<file path="config.mk">
export PLATFORM = sky130hd
export DESIGN_NAME = uart_word_loader
export DESIGN_NICKNAME = d
export VERILOG_FILES = /design/src/rtl/uart_loader_pkg.sv /design/src/rtl/uart_rx_byte.sv /design/src/rtl/uart_word_loader.sv
export SDC_FILE = /design/constraint.sdc
export NUM_CORES = 1
export LEC_CHECK = 0
export CAP_MARGIN = 20
export CORE_MARGIN = 2
export CORE_UTILIZATION = 31
export DETAILED_ROUTE_END_ITERATION = 8
export PLACE_DENSITY = 0.53
export SYNTH_ARGS = -nofsm -noshare
export SYNTH_HDL_FRONTEND = slang
export SYNTH_HIERARCHICAL = 1
export SYNTH_SLANG_ARGS = --single-unit
</file>
<file path="constraint.sdc">
create_clock -name clk -period 2.8 [get_ports clk]
set_input_delay 0.56 -clock clk [delete_from_list [all_inputs] [get_ports clk]]
set_output_delay 0.56 -clock clk [all_outputs]
set_load 0.02 [all_outputs]
</file>
<file path="src/rtl/uart_loader_pkg.sv">
// Shared constants, state encodings and header decode for the UART word loader.
package uart_loader_pkg;

  localparam logic [7:0] HDR_MEM  = 8'h01;
  localparam logic [7:0] HDR_INST = 8'h02;

  localparam logic [1:0] SEL_MEM  = 2'd1;
  localparam logic [1:0] SEL_INST = 2'd2;

  typedef enum logic [1:0] {
    RxIdle,
    RxStart,
    RxData,
    RxStop
  } rx_state_e;

  typedef enum logic [1:0] {
    PHdr,
    PHi,
    PLo
  } pkt_state_e;

  // Unknown headers map to 2'd0, which is never a legal target select.
  function automatic logic [1:0] hdr_to_sel(input logic [7:0] hdr);
    case (hdr)
      HDR_MEM:  return SEL_MEM;
      HDR_INST: return SEL_INST;
      default:  return 2'd0;
    endcase
  endfunction

endpackage

</file>
<file path="src/rtl/uart_rx_byte.sv">
// 8N1 byte receiver: 2-flop rx synchronizer, mid-bit sampling FSM, one-cycle
// byte_valid / frame_err strobes issued in the stop-bit sample cycle.
module uart_rx_byte
  import uart_loader_pkg::*;
#(
  parameter int unsigned CLKS_PER_BIT = 868
) (
  input  logic       clk_i,
  input  logic       rst_i,
  input  logic       rx_i,
  output logic       byte_valid_o,
  output logic [7:0] byte_data_o,
  output logic       frame_err_o
);

  localparam int unsigned CntW = $clog2(CLKS_PER_BIT);
  localparam logic [CntW-1:0] CntLast = CntW'(CLKS_PER_BIT - 1);
  localparam logic [CntW-1:0] CntHalf = CntW'(CLKS_PER_BIT / 2 - 1);

  logic            rx_meta_q, rx_sync_q;
  rx_state_e       state_q, state_d;
  logic [CntW-1:0] cnt_q, cnt_d;
  logic [2:0]      idx_q, idx_d;
  logic [7:0]      shift_q, shift_d;

  always_ff @(posedge clk_i or posedge rst_i) begin
    if (rst_i) begin
      rx_meta_q <= 1'b1;
      rx_sync_q <= 1'b1;
      state_q   <= RxIdle;
      cnt_q     <= '0;
      idx_q     <= '0;
      shift_q   <= '0;
    end else begin
      rx_meta_q <= rx_i;
      rx_sync_q <= rx_meta_q;
      state_q   <= state_d;
      cnt_q     <= cnt_d;
      idx_q     <= idx_d;
      shift_q   <= shift_d;
    end
  end

  always_comb begin
    state_d      = state_q;
    cnt_d        = cnt_q;
    idx_d        = idx_q;
    shift_d      = shift_q;
    byte_valid_o = 1'b0;
    frame_err_o  = 1'b0;
    unique case (state_q)
      RxIdle: begin
        if (!rx_sync_q) begin
          state_d = RxStart;
          cnt_d   = '0;
        end
      end
      RxStart: begin
        if (cnt_q == CntHalf) begin
          cnt_d   = '0;
          idx_d   = '0;
          // A start bit that is high again at mid-bit was a glitch.
          state_d = rx_sync_q ? RxIdle : RxData;
        end else begin
          cnt_d = cnt_q + 1'b1;
        end
      end
      RxData: begin
        if (cnt_q == CntLast) begin
          cnt_d   = '0;
          shift_d = {rx_sync_q, shift_q[7:1]};
          idx_d   = idx_q + 1'b1;
          if (idx_q == 3'd7) begin
            state_d = RxStop;
          end
        end else begin
          cnt_d = cnt_q + 1'b1;
        end
      end
      RxStop: begin
        if (cnt_q == CntLast) begin
          cnt_d        = '0;
          state_d      = RxIdle;
          byte_valid_o = rx_sync_q;
          frame_err_o  = ~rx_sync_q;
        end else begin
          cnt_d = cnt_q + 1'b1;
        end
      end
      default: state_d = RxIdle;
    endcase
  end

  assign byte_data_o = shift_q;

endmodule

</file>
<file path="src/rtl/uart_word_loader.sv">
// Assembles {header, hi, lo} UART packets into 16-bit load words for the CPU
// instruction/data load ports, with header checking and a mid-packet timeout.
module uart_word_loader
  import uart_loader_pkg::*;
#(
  parameter int unsigned CLKS_PER_BIT = 868,
  parameter int unsigned TIMEOUT_BITS = 32
) (
  input  logic        clk,
  input  logic        reset,
  input  logic        rx,
  output logic        uart_en,
  output logic [1:0]  uart_sel,
  output logic [15:0] uart_data,
  output logic        frame_err,
  output logic        hdr_err,
  output logic        busy
);

  localparam int unsigned TimeoutCycles = TIMEOUT_BITS * CLKS_PER_BIT;
  localparam int unsigned IdleW = $clog2(TimeoutCycles + 1);
  localparam logic [IdleW-1:0] IdleLast = IdleW'(TimeoutCycles - 1);

  logic       byte_valid;
  logic [7:0] byte_data;
  logic       rx_frame_err;
  logic [1:0] hdr_sel;

  pkt_state_e       state_q, state_d;
  logic [1:0]       sel_hdr_q, sel_hdr_d;
  logic [7:0]       hi_q, hi_d;
  logic [IdleW-1:0] idle_q, idle_d;
  logic             uart_en_q, uart_en_d;
  logic             hdr_err_q, hdr_err_d;
  logic [1:0]       uart_sel_q, uart_sel_d;
  logic [15:0]      uart_data_q, uart_data_d;

  uart_rx_byte #(
    .CLKS_PER_BIT(CLKS_PER_BIT)
  ) u_rx (
    .clk_i       (clk),
    .rst_i       (reset),
    .rx_i        (rx),
    .byte_valid_o(byte_valid),
    .byte_data_o (byte_data),
    .frame_err_o (rx_frame_err)
  );

  assign hdr_sel = hdr_to_sel(byte_data);

  always_ff @(posedge clk or posedge reset) begin
    if (reset) begin
      state_q     <= PHdr;
      sel_hdr_q   <= '0;
      hi_q        <= '0;
      idle_q      <= '0;
      uart_en_q   <= 1'b0;
      hdr_err_q   <= 1'b0;
      uart_sel_q  <= '0;
      uart_data_q <= '0;
    end else begin
      state_q     <= state_d;
      sel_hdr_q   <= sel_hdr_d;
      hi_q        <= hi_d;
      idle_q      <= idle_d;
      uart_en_q   <= uart_en_d;
      hdr_err_q   <= hdr_err_d;
      uart_sel_q  <= uart_sel_d;
      uart_data_q <= uart_data_d;
    end
  end

  always_comb begin
    state_d     = state_q;
    sel_hdr_d   = sel_hdr_q;
    hi_d        = hi_q;
    idle_d      = idle_q;
    uart_en_d   = 1'b0;
    hdr_err_d   = 1'b0;
    uart_sel_d  = uart_sel_q;
    uart_data_d = uart_data_q;
    // A received byte outranks both the timeout and the idle count.
    if (byte_valid) begin
      idle_d = IdleW'(1);
      unique case (state_q)
        PHdr: begin
          if (hdr_sel == 2'd0) begin
            hdr_err_d = 1'b1;
          end else begin
            sel_hdr_d = hdr_sel;
            state_d   = PHi;
          end
        end
        PHi: begin
          hi_d    = byte_data;
          state_d = PLo;
        end
        PLo: begin
          uart_en_d   = 1'b1;
          uart_sel_d  = sel_hdr_q;
          uart_data_d = {hi_q, byte_data};
          state_d     = PHdr;
        end
        default: state_d = PHdr;
      endcase
    end else if (state_q != PHdr) begin
      if (rx_frame_err || idle_q == IdleLast) begin
        state_d = PHdr;
      end else begin
        idle_d = idle_q + 1'b1;
      end
    end
    if (state_d == PHdr) begin
      idle_d = '0;
    end
  end

  assign uart_en   = uart_en_q;
  assign uart_sel  = uart_sel_q;
  assign uart_data = uart_data_q;
  assign hdr_err   = hdr_err_q;
  assign frame_err = rx_frame_err;
  assign busy      = (state_q != PHdr);

endmodule
</file>
==> metrics.txt <==
outcome=completed; Clock Path Buffers=2; Worst slew margin=50.2%; max incr delay on CP=0.44 ns; Clock Pin Slew Worst Setup and Hold Paths=0.08 ns; Seq pwr share=56.2%; drt wl/cell=13.3 um; die width=108 um; CP max-delay cell=dfrtp_1; crit path kind=reg -> out; Clk Latency, worst-skew pair=0.35 ns; Max-Cap Viols=0; ANT nets after route=0; area leader, netlist=dfrtp_1; initial antenna violation count=0; Hold WC Path Type=reg -> reg; Critical path buffers and inverters=1; Post-synth ARST share=100%; flip-flop and latch count after synthesis=72; Worst EP arrival=1.85 ns; post-synth top area share=52.7%; first-pass GRT wire length=11700 um; starting density of the core=32.0%; Core Rows=37; DR DRC count=0; CTS Root Cell=clkbuf_8; combinational share of power=1.5%; Setup Viol. Count Final=0; CP startpoint kind=register; die area=11600 um^2; leading register cell type out of synthesis=dfrtp_1; largest net degree at the start of global routing=26; Remaining Overflow, GRT=0; unrepaired setup endpoints after global routing=no; Crit path required time=2.24 ns; Post-synth EDFFs=0; clock power share=42.3%; Final Skew=0.0134 ns; setup_tns=0 ns; post-layout instance count excluding filler cells=487; Core Area=10400 um^2; top post-synthesis cells by area=dfrtp_1, mux2_2, nand2_1; sequential share of the synthesized area=54.3%; HPWL after detailed placement=4590 um; DR vias=2368; Int Power=1390 uW; switching power=468 uW; TritonCTS clock tree=done; number of port buffers=24; share of layout cells above drive strength 1=17.7%; GP Congestion=0.742; CTS Buf Count=9; Final Hold Viols=0; final worst-path cycle share=86.2%; Slew Limit Fails=0; worst-path cell chain=ha_1 > nand4b_1 > nor3_2 > nand3_1 > nor2_1 > clkbuf_2; LEAKAGE=0.00176 uW; Area Overhead vs Synth=18.2%; Max FO, Critical Path=6; Pre-Repair DR Iteration Count=4; cell count after placement=471; vias per inst=4.86; synthesized net count=319; H-tree depth=3; Mapped Area=3320 um^2; Peak VDD IR=0.195 mV; Sink Count=72; post-synth cell types=47; vias in the first global route=2432; FMAX=0.414 GHz; Setup crit end kind=output pin; delay-heaviest family, CP=simple AND/OR/NAND/NOR gates; Synth Warn #=6; Gate Count Post-Synth=311; Final min period=2.41 ns; worst-margin pin slew=0.742 ns; DR iter-0 viols=67; Top-Level Pins=25; final WL=6460 um; ant diodes=0; syn_area_per_cell=10.7 um^2; total track usage=12.7%; Die Y-Extent=108 um; Final nets=354; Sw Ratio=25.2%; Power Density=472 nW/um^2
[Yosys cell counts, types with 2 or more instances]
| master | count |
|---|---|
| nand3b_1 | 2 |
| a21oi_1 | 7 |
| o31a_1 | 3 |
| dfstp_2 | 2 |
| buf_6 | 3 |
| nand4_1 | 5 |
| nor2b_1 | 4 |
| a22o_1 | 2 |
| and4_1 | 3 |
| xor2_1 | 3 |
| nand3_1 | 13 |
| clkbuf_1 | 5 |
| nor2_1 | 30 |
| nand4b_1 | 2 |
| o21ai_0 | 8 |
| inv_1 | 14 |
| ha_1 | 5 |
| xnor2_1 | 12 |
| dfrtp_1 | 70 |
| nor4_1 | 9 |
| mux2_2 | 24 |
| o22ai_1 | 6 |
| nand2_1 | 45 |
| a311oi_1 | 2 |
| nor3_1 | 10 |
[state kept, by name, summed over array words and instances, names as in the netlist, 2 cells and up, named ones only]
name and cells:
hi_q 8, sel_hdr_q 2, idle_q 15, uart_sel 2
u_rx/cnt_q 10, u_rx/idx_q 3, state_q 2, u_rx/byte_data_o 8
uart_data 16
[area by class of cell]
| class | instances | area, um^2 |
|---|---|---|
| clock buffers | 9 | 124 |
| well taps | 136 | 170 |
| clock inverters | 7 | 61.3 |
| flip-flops and latches | 72 | 1800 |
| fillers | 1028 | 6440 |
| multi-input cells | 216 | 1410 |
| inverters | 14 | 52.6 |
| repair buffers | 33 | 303 |
[cell usage in the layout (no fill, tap or decap), types with 3 or more instances in the layout]
cell type / n
dfrtp_1: 70
nand2_1: 45
nor2_1: 30
mux2_2: 24
clkdlybuf4s50_1: 23
nand3_1: 13
inv_1: 13
xnor2_1: 12
nor3_1: 9
nor4_1: 9
clkbuf_8: 9
buf_4: 9
o21ai_0: 8
a21oi_1: 7
o22ai_1: 6
nand4_1: 5
ha_1: 5
nor2b_1: 4
inv_6: 4
and4_1: 3
xor2_1: 3
o31a_1: 3
[routing by layer]
metal,up-vias,share of wire [%],global-route usage [%]
met4,0,1.5,4.21
met1,1165,47,16.6
met2,27,48,20.2
met3,12,2.9,3.75
met5,-,0,0
li1,1164,-,-
[cells by family (layout without fill, tap and decap cells)]
logic type,Yosys count,after routing,share of synthesized area (%)
and+or+nand+nor,133,133,20.2
DFF,72,72,54.3
AOI/OAI and AO/OA,37,37,7.61
muxes,26,26,8.78
buffers and inverters,23,63,3.31
xor gates and xnor gates,15,15,3.95
adders and majority gates,5,5,1.88
[power groups by stage]
stage	Clock [uW]	Combinational, uW	Sequential [uW]
after global routing	861	33.4	1040
final	785	27.4	1040
after global placement	0	29.2	1060
after CTS	816	30.0	1040
after floorplan	0	16.1	1060
after detailed placement	0	30.0	1060
[what timing repair did]
item,CTS,global route
pin swaps,0,0
setup buffers,0,0
gates resized for setup,1,3
setup endpoints to repair,1,1
hold endpoints to repair,0,0
hold buffers,0,0
[through the flow]
step	utilization (%)	hold slack (ns)	instance area [um^2]	total power [uW]	setup slack [ns]
global route	37.9	0.371	3930	1940	0.142
detailed placement	36.1	0.350	3740	1090	0.249
CTS	37.9	0.366	3930	1890	0.143
finish	37.9	0.362	3930	1860	0.386
floorplan	-	0.345	3320	1080	0.433
global placement	36.1	0.349	3740	1090	0.297
[final timing paths]
path | startpoint | endpoint | slack (ns) | cells past startpoint
max reg2reg | u_rx/cnt_q[0] | uart_data[15] | 0.50 | 11
min | u_rx/rx_meta_q | u_rx/rx_sync_q | 0.36 | 0
min in group asynchronous | reset | idle_q[9] | 0.57 | 2
min reg2reg | u_rx/rx_meta_q | u_rx/rx_sync_q | 0.36 | 0
max in group asynchronous | reset | uart_data[9] | 1.64 | 3
max | u_rx/cnt_q[0] | frame_err | 0.39 | 6
Power figures use the tool's default switching activity.
==> RTL change 1 (config.mk and constraints unchanged) <==
The parameter `TIMEOUT_BITS` goes from 32 to 16.
--- a/src/rtl/uart_word_loader.sv
+++ b/src/rtl/uart_word_loader.sv
@@ -4,7 +4,7 @@
   import uart_loader_pkg::*;
 #(
   parameter int unsigned CLKS_PER_BIT = 868,
-  parameter int unsigned TIMEOUT_BITS = 32
+  parameter int unsigned TIMEOUT_BITS = 16
 ) (
   input  logic        clk,
   input  logic        reset,
Function: no difference found for any inputs over 10 cycles, from zero or initial values and one cycle with reset high; that may be too few to reach the edited logic, so the function may still have changed.
==> RTL change 1 against the original RTL <==
  * Wire length fell by 2.8%
  * Design area rose by 0.13%
  * Sequential cell count is 1 lower
  * Count of clock-buffer cells in the layout unchanged
  * Total power rose by 6.1%
  * First-iteration DRC count increased by 57%
  * Worst setup slack got worse by 0.13 ns
  * Area after synthesis decreased by 2.2%
  * Critical path depth unchanged
  * Cell count is 1.0% lower
  * Combinational power is 4% higher
  * Fmax down 5.1%
==> RTL change 1: results (changes against the original RTL) <==
[cells_and_area]
nNonClkBuffers=34  ; +3.0%
clock_tree_area_fraction_pct=5.76  ; +1.0 points
nets=349  ; -1.4%
area_growth_pct=21.0
drive_gt1_share_pct=17.1  ; -0.61 points
regArea_sq_um=1780  ; -1.4%
post-route-util_pct=38.4  ; +0.56 points
multiInputGateArea_sq_um=1370  ; -2.7%
seq_cells=71  ; -1.4%
nFillCells=995  ; -3.2%
multi_input_cells=210  ; -2.8%
buffer_area_share_pct=8.30  ; +0.59 points

[route]
drtIter0Drc=105  ; +57%
wirelength_met1_um=3020  ; -1.7%
avgViaCountPerCell=4.83  ; -0.67%
vias=2328  ; -1.7%
met3WireLength_um=248  ; +33%
routedWlPerCell_um=13.0  ; -1.8%
wl_met2_um=2970  ; -4.4%

[power]
p_per_area_nw_per_um2=501  ; +6.0%
p_comb_uw=28.5  ; +4%
p_sw_share_pct=21.6  ; -3.7 points
power.leakage_uw=0.00176  ; -0.15%
pg_clk_uw=911  ; +16%

[synthesis]
synth_seq_area_share_pct=54.8  ; +0.44 points
synth_area_per_cell_sq_um=10.7  ; about the same
synth-compound-area-share_pct=8.66  ; +1.1 points
synth_common_cells=dfrtp_1, nand2_1, nor2_1
synthMuxAreaShare_pct=8.59  ; -0.19 points
netlist_top_cells_area=dfrtp_1, mux2_2, nand2_1, nor2_1, xnor2_1
syn_nets=312  ; -2.2%
synthAdderAreaFrac_pct=1.93  ; +0.042 points
synthXorXnorAreaFrac_pct=3.23  ; -0.72 points
synth_warnings=6  ; unchanged

[place]
hpwl_um=4380  ; -4.6%
dp_slack_ns=0.182  ; -0.0669 ns
place_area_sq_um=3700  ; -1.1%
place.gp.congestion=0.734  ; -1.2%

[status]
status=completed

[global_route]
grt_usage_pct=12.1  ; -0.55 points
met1_usage_pct=15.9  ; -0.67 points

[setup_path]
worstPathMaxFanout=4  ; -2
slowest_delay_ns=0.40  ; -0.04 ns

[sta]
worst_pin_slew_ns=0.690  ; -0.0524 ns
finClkSkew_ns=0.0109  ; -0.00251 ns

[clock_tree]
insertion_delay_ns=0.35  ; about the same

## RTL change 1: cells by family (layout without fill, tap and decap cells)
kind of cell    Yosys count  count (layout)
xor+xnor                 12              12
compound gates           41              41
fa+ha+maj                 5               5
flops                    71              71
simple gates            127             127
buf+inv                  23              65
mux                      25              25
## RTL change 1: timing repair
item,in CTS,in global routing
pin swaps,0,0
resized for setup,1,2
endpoints found under the setup margin,1,1
## RTL change 1: path summary, 6_finish.rpt
kind                                start        endpoint  slack (ns)  depth (start not counted)
max                         u_rx/cnt_q[1]       frame_err        0.26                          6
min                        u_rx/rx_meta_q  u_rx/rx_sync_q        0.36                          0
max reg2reg                 u_rx/cnt_q[1]         hi_q[3]        0.49                          7
min reg2reg                u_rx/rx_meta_q  u_rx/rx_sync_q        0.36                          0
max in group asynchronous           reset    uart_data[5]        1.68                          3
min in group asynchronous           reset    uart_data[9]        0.61                          2
==> RTL change 2 (config.mk and constraints unchanged) <==
Made on the original files. `uart_data_q` no longer has a reset.
--- a/src/rtl/uart_word_loader.sv
+++ b/src/rtl/uart_word_loader.sv
@@ -57,7 +57,6 @@
       uart_en_q   <= 1'b0;
       hdr_err_q   <= 1'b0;
       uart_sel_q  <= '0;
-      uart_data_q <= '0;
     end else begin
       state_q     <= state_d;
       sel_hdr_q   <= sel_hdr_d;
@@ -66,8 +65,11 @@
       uart_en_q   <= uart_en_d;
       hdr_err_q   <= hdr_err_d;
       uart_sel_q  <= uart_sel_d;
-      uart_data_q <= uart_data_d;
     end
+  end
+
+  always_ff @(posedge clk) begin
+    uart_data_q <= uart_data_d;
   end
 
   always_comb begin
Behaviour: same outputs for any inputs over 10 cycles, from zero or initial values and one cycle with reset high; that may be too few to reach the edited logic, so the function may still have changed.
==> RTL change 2 against the original RTL <==
  * Combinational power decreased by 11%
  * Sequential cell count unchanged
  * Design area decreased by 2.6%
  * Utilization decreased by 0.31 points
  * Worst setup slack got worse by 0.22 ns
  * Total power increased by 0.56%
  * Global-route usage decreased by 1.3 points
  * Wire length decreased by 13%
  * Highest routed layer unchanged
  * Area after synthesis decreased by 3.7%
  * First-iteration DRC count increased by 36%
==> RTL change 2: results (changes against the original RTL) <==
[power]
ir_drop_uv=178  ; -8.5%
p_per_area_nw_per_um2=488  ; +3.2%
power.leakage_uw=0.00154  ; -13%
p_int_uw=1420  ; +2.0%
pg_clk_uw=771  ; -2%

[setup_path]
crit_type=register to output pin
reg2reg_depth=6  ; -5
critPathSlowestCell=or3b_4
critPathCapture=frame_err
rr_startpoint=u_rx/cnt_q[3]
slowest_delay_ns=0.42  ; -0.02 ns
r2r-end=hi_q[0]
ff2ff_setup_slack_ns=0.40  ; -0.10 ns
worstPathArrival_ns=2.07  ; +0.22 ns
worstPathMaxFanout=3  ; -3

[sta]
finClkSkew_ns=0.0110  ; -0.00241 ns
period_needed_ns=2.63  ; +0.220 ns
worst_pin_slew_ns=0.614  ; -0.128 ns

[global_route]
grt_pass1_vias=2078  ; -15%
grt_max_degree=26  ; unchanged
grt_pass1_wl_um=9970  ; -14%
antenna_found_initial=0  ; unchanged
grt_usage_pct=11.4  ; -1.3 points

[cells_and_area]
nets=313  ; -12%
nFillCells=1000  ; -2.7%
area_growth_pct=19.5
drive_gt1_share_pct=18.7  ; +1.0 points

[route]
drt_wl_total_um=5600  ; -13%
drtIter0Drc=91  ; +36%
routedWlPerCell_um=12.6  ; -5.3%
avgViaCountPerCell=4.65  ; -4.3%

[status]
status=completed

[synthesis]
synth_seq_area_share_pct=58.9  ; +4.6 points
ys_async_sr_fraction_pct=77.8  ; -22 points
syn_nets=276  ; -13%
synth-edff-count=16  ; +16
netlist_top_cells_area=dfrtp_1, edfxtp_1, mux2_4, mux2_2, xnor2_1
synth_common_cells=dfrtp_1, nand2_1, nor2_1
yosys.cell_types.count=54  ; +15%
syn_inst=268  ; -14%

[place]
dp_cells=430  ; -8.7%
hpwl_um=3960  ; -14%
io_buffer_count=24  ; unchanged
dp_slack_ns=0.155  ; -0.0939 ns
place_area_sq_um=3640  ; -2.8%
place.gp.congestion=0.733  ; -1.3%

[min_path]
hp-class=register to register

[clock_tree]
htree_levels=3  ; unchanged
cts_root_buf=clkbuf_8

==> RTL change 2: worst min-delay path by stage <==
stage	start	end	slack, ns	cells after the start
final	u_rx/rx_meta_q	u_rx/rx_sync_q	0.36	0
after global routing	u_rx/rx_meta_q	u_rx/rx_sync_q	0.36	0
after detailed placement	u_rx/rx_meta_q	u_rx/rx_sync_q	0.35	0
after CTS	u_rx/rx_meta_q	u_rx/rx_sync_q	0.36	0
after floorplan	u_rx/rx_meta_q	u_rx/rx_sync_q	0.35	0
after global placement	u_rx/rx_meta_q	u_rx/rx_sync_q	0.35	0
==> RTL change 2: area by class of cell <==
| cell class | instances | area share [%] |
|---|---|---|
| Timing Repair Buffer | 32 | 8.14 |
| Multi-Input combinational cell | 178 | 32.1 |
| Tap cell | 136 | 4.45 |
| Sequential cell | 72 | 49.2 |
| Clock buffer | 9 | 3.24 |
| Inverter | 12 | 1.18 |
| Clock inverter | 7 | 1.64 |
==> RTL change 2: per-layer routing <==
metal	global-route usage [%]	wire, um	up-vias
met5	0	0	-
met4	4.51	86	0
met3	3.96	212	8
met2	18.0	2690	30
met1	14.5	2620	1005
li1	-	-	1033
==> RTL change 2: what timing repair did <==
action | CTS | global route
buffers inserted | 0 | 0
endpoints found under the setup margin | 1 | 0
resized for setup | 2 | 0
==> RTL change 2: logic make-up (layout without fill, tap and decap cells) <==
family | count (synthesis) | count (layout) | share of synthesized area, %
buffers and inverters | 18 | 60 | 2.89
xor gates and xnor gates | 15 | 15 | 4.10
DFF | 72 | 72 | 58.9
and+or+nand+nor | 109 | 109 | 18.3
AOI/OAI and AO/OA | 29 | 29 | 6.02
muxes | 20 | 20 | 7.90
adders and majority gates | 5 | 5 | 1.95
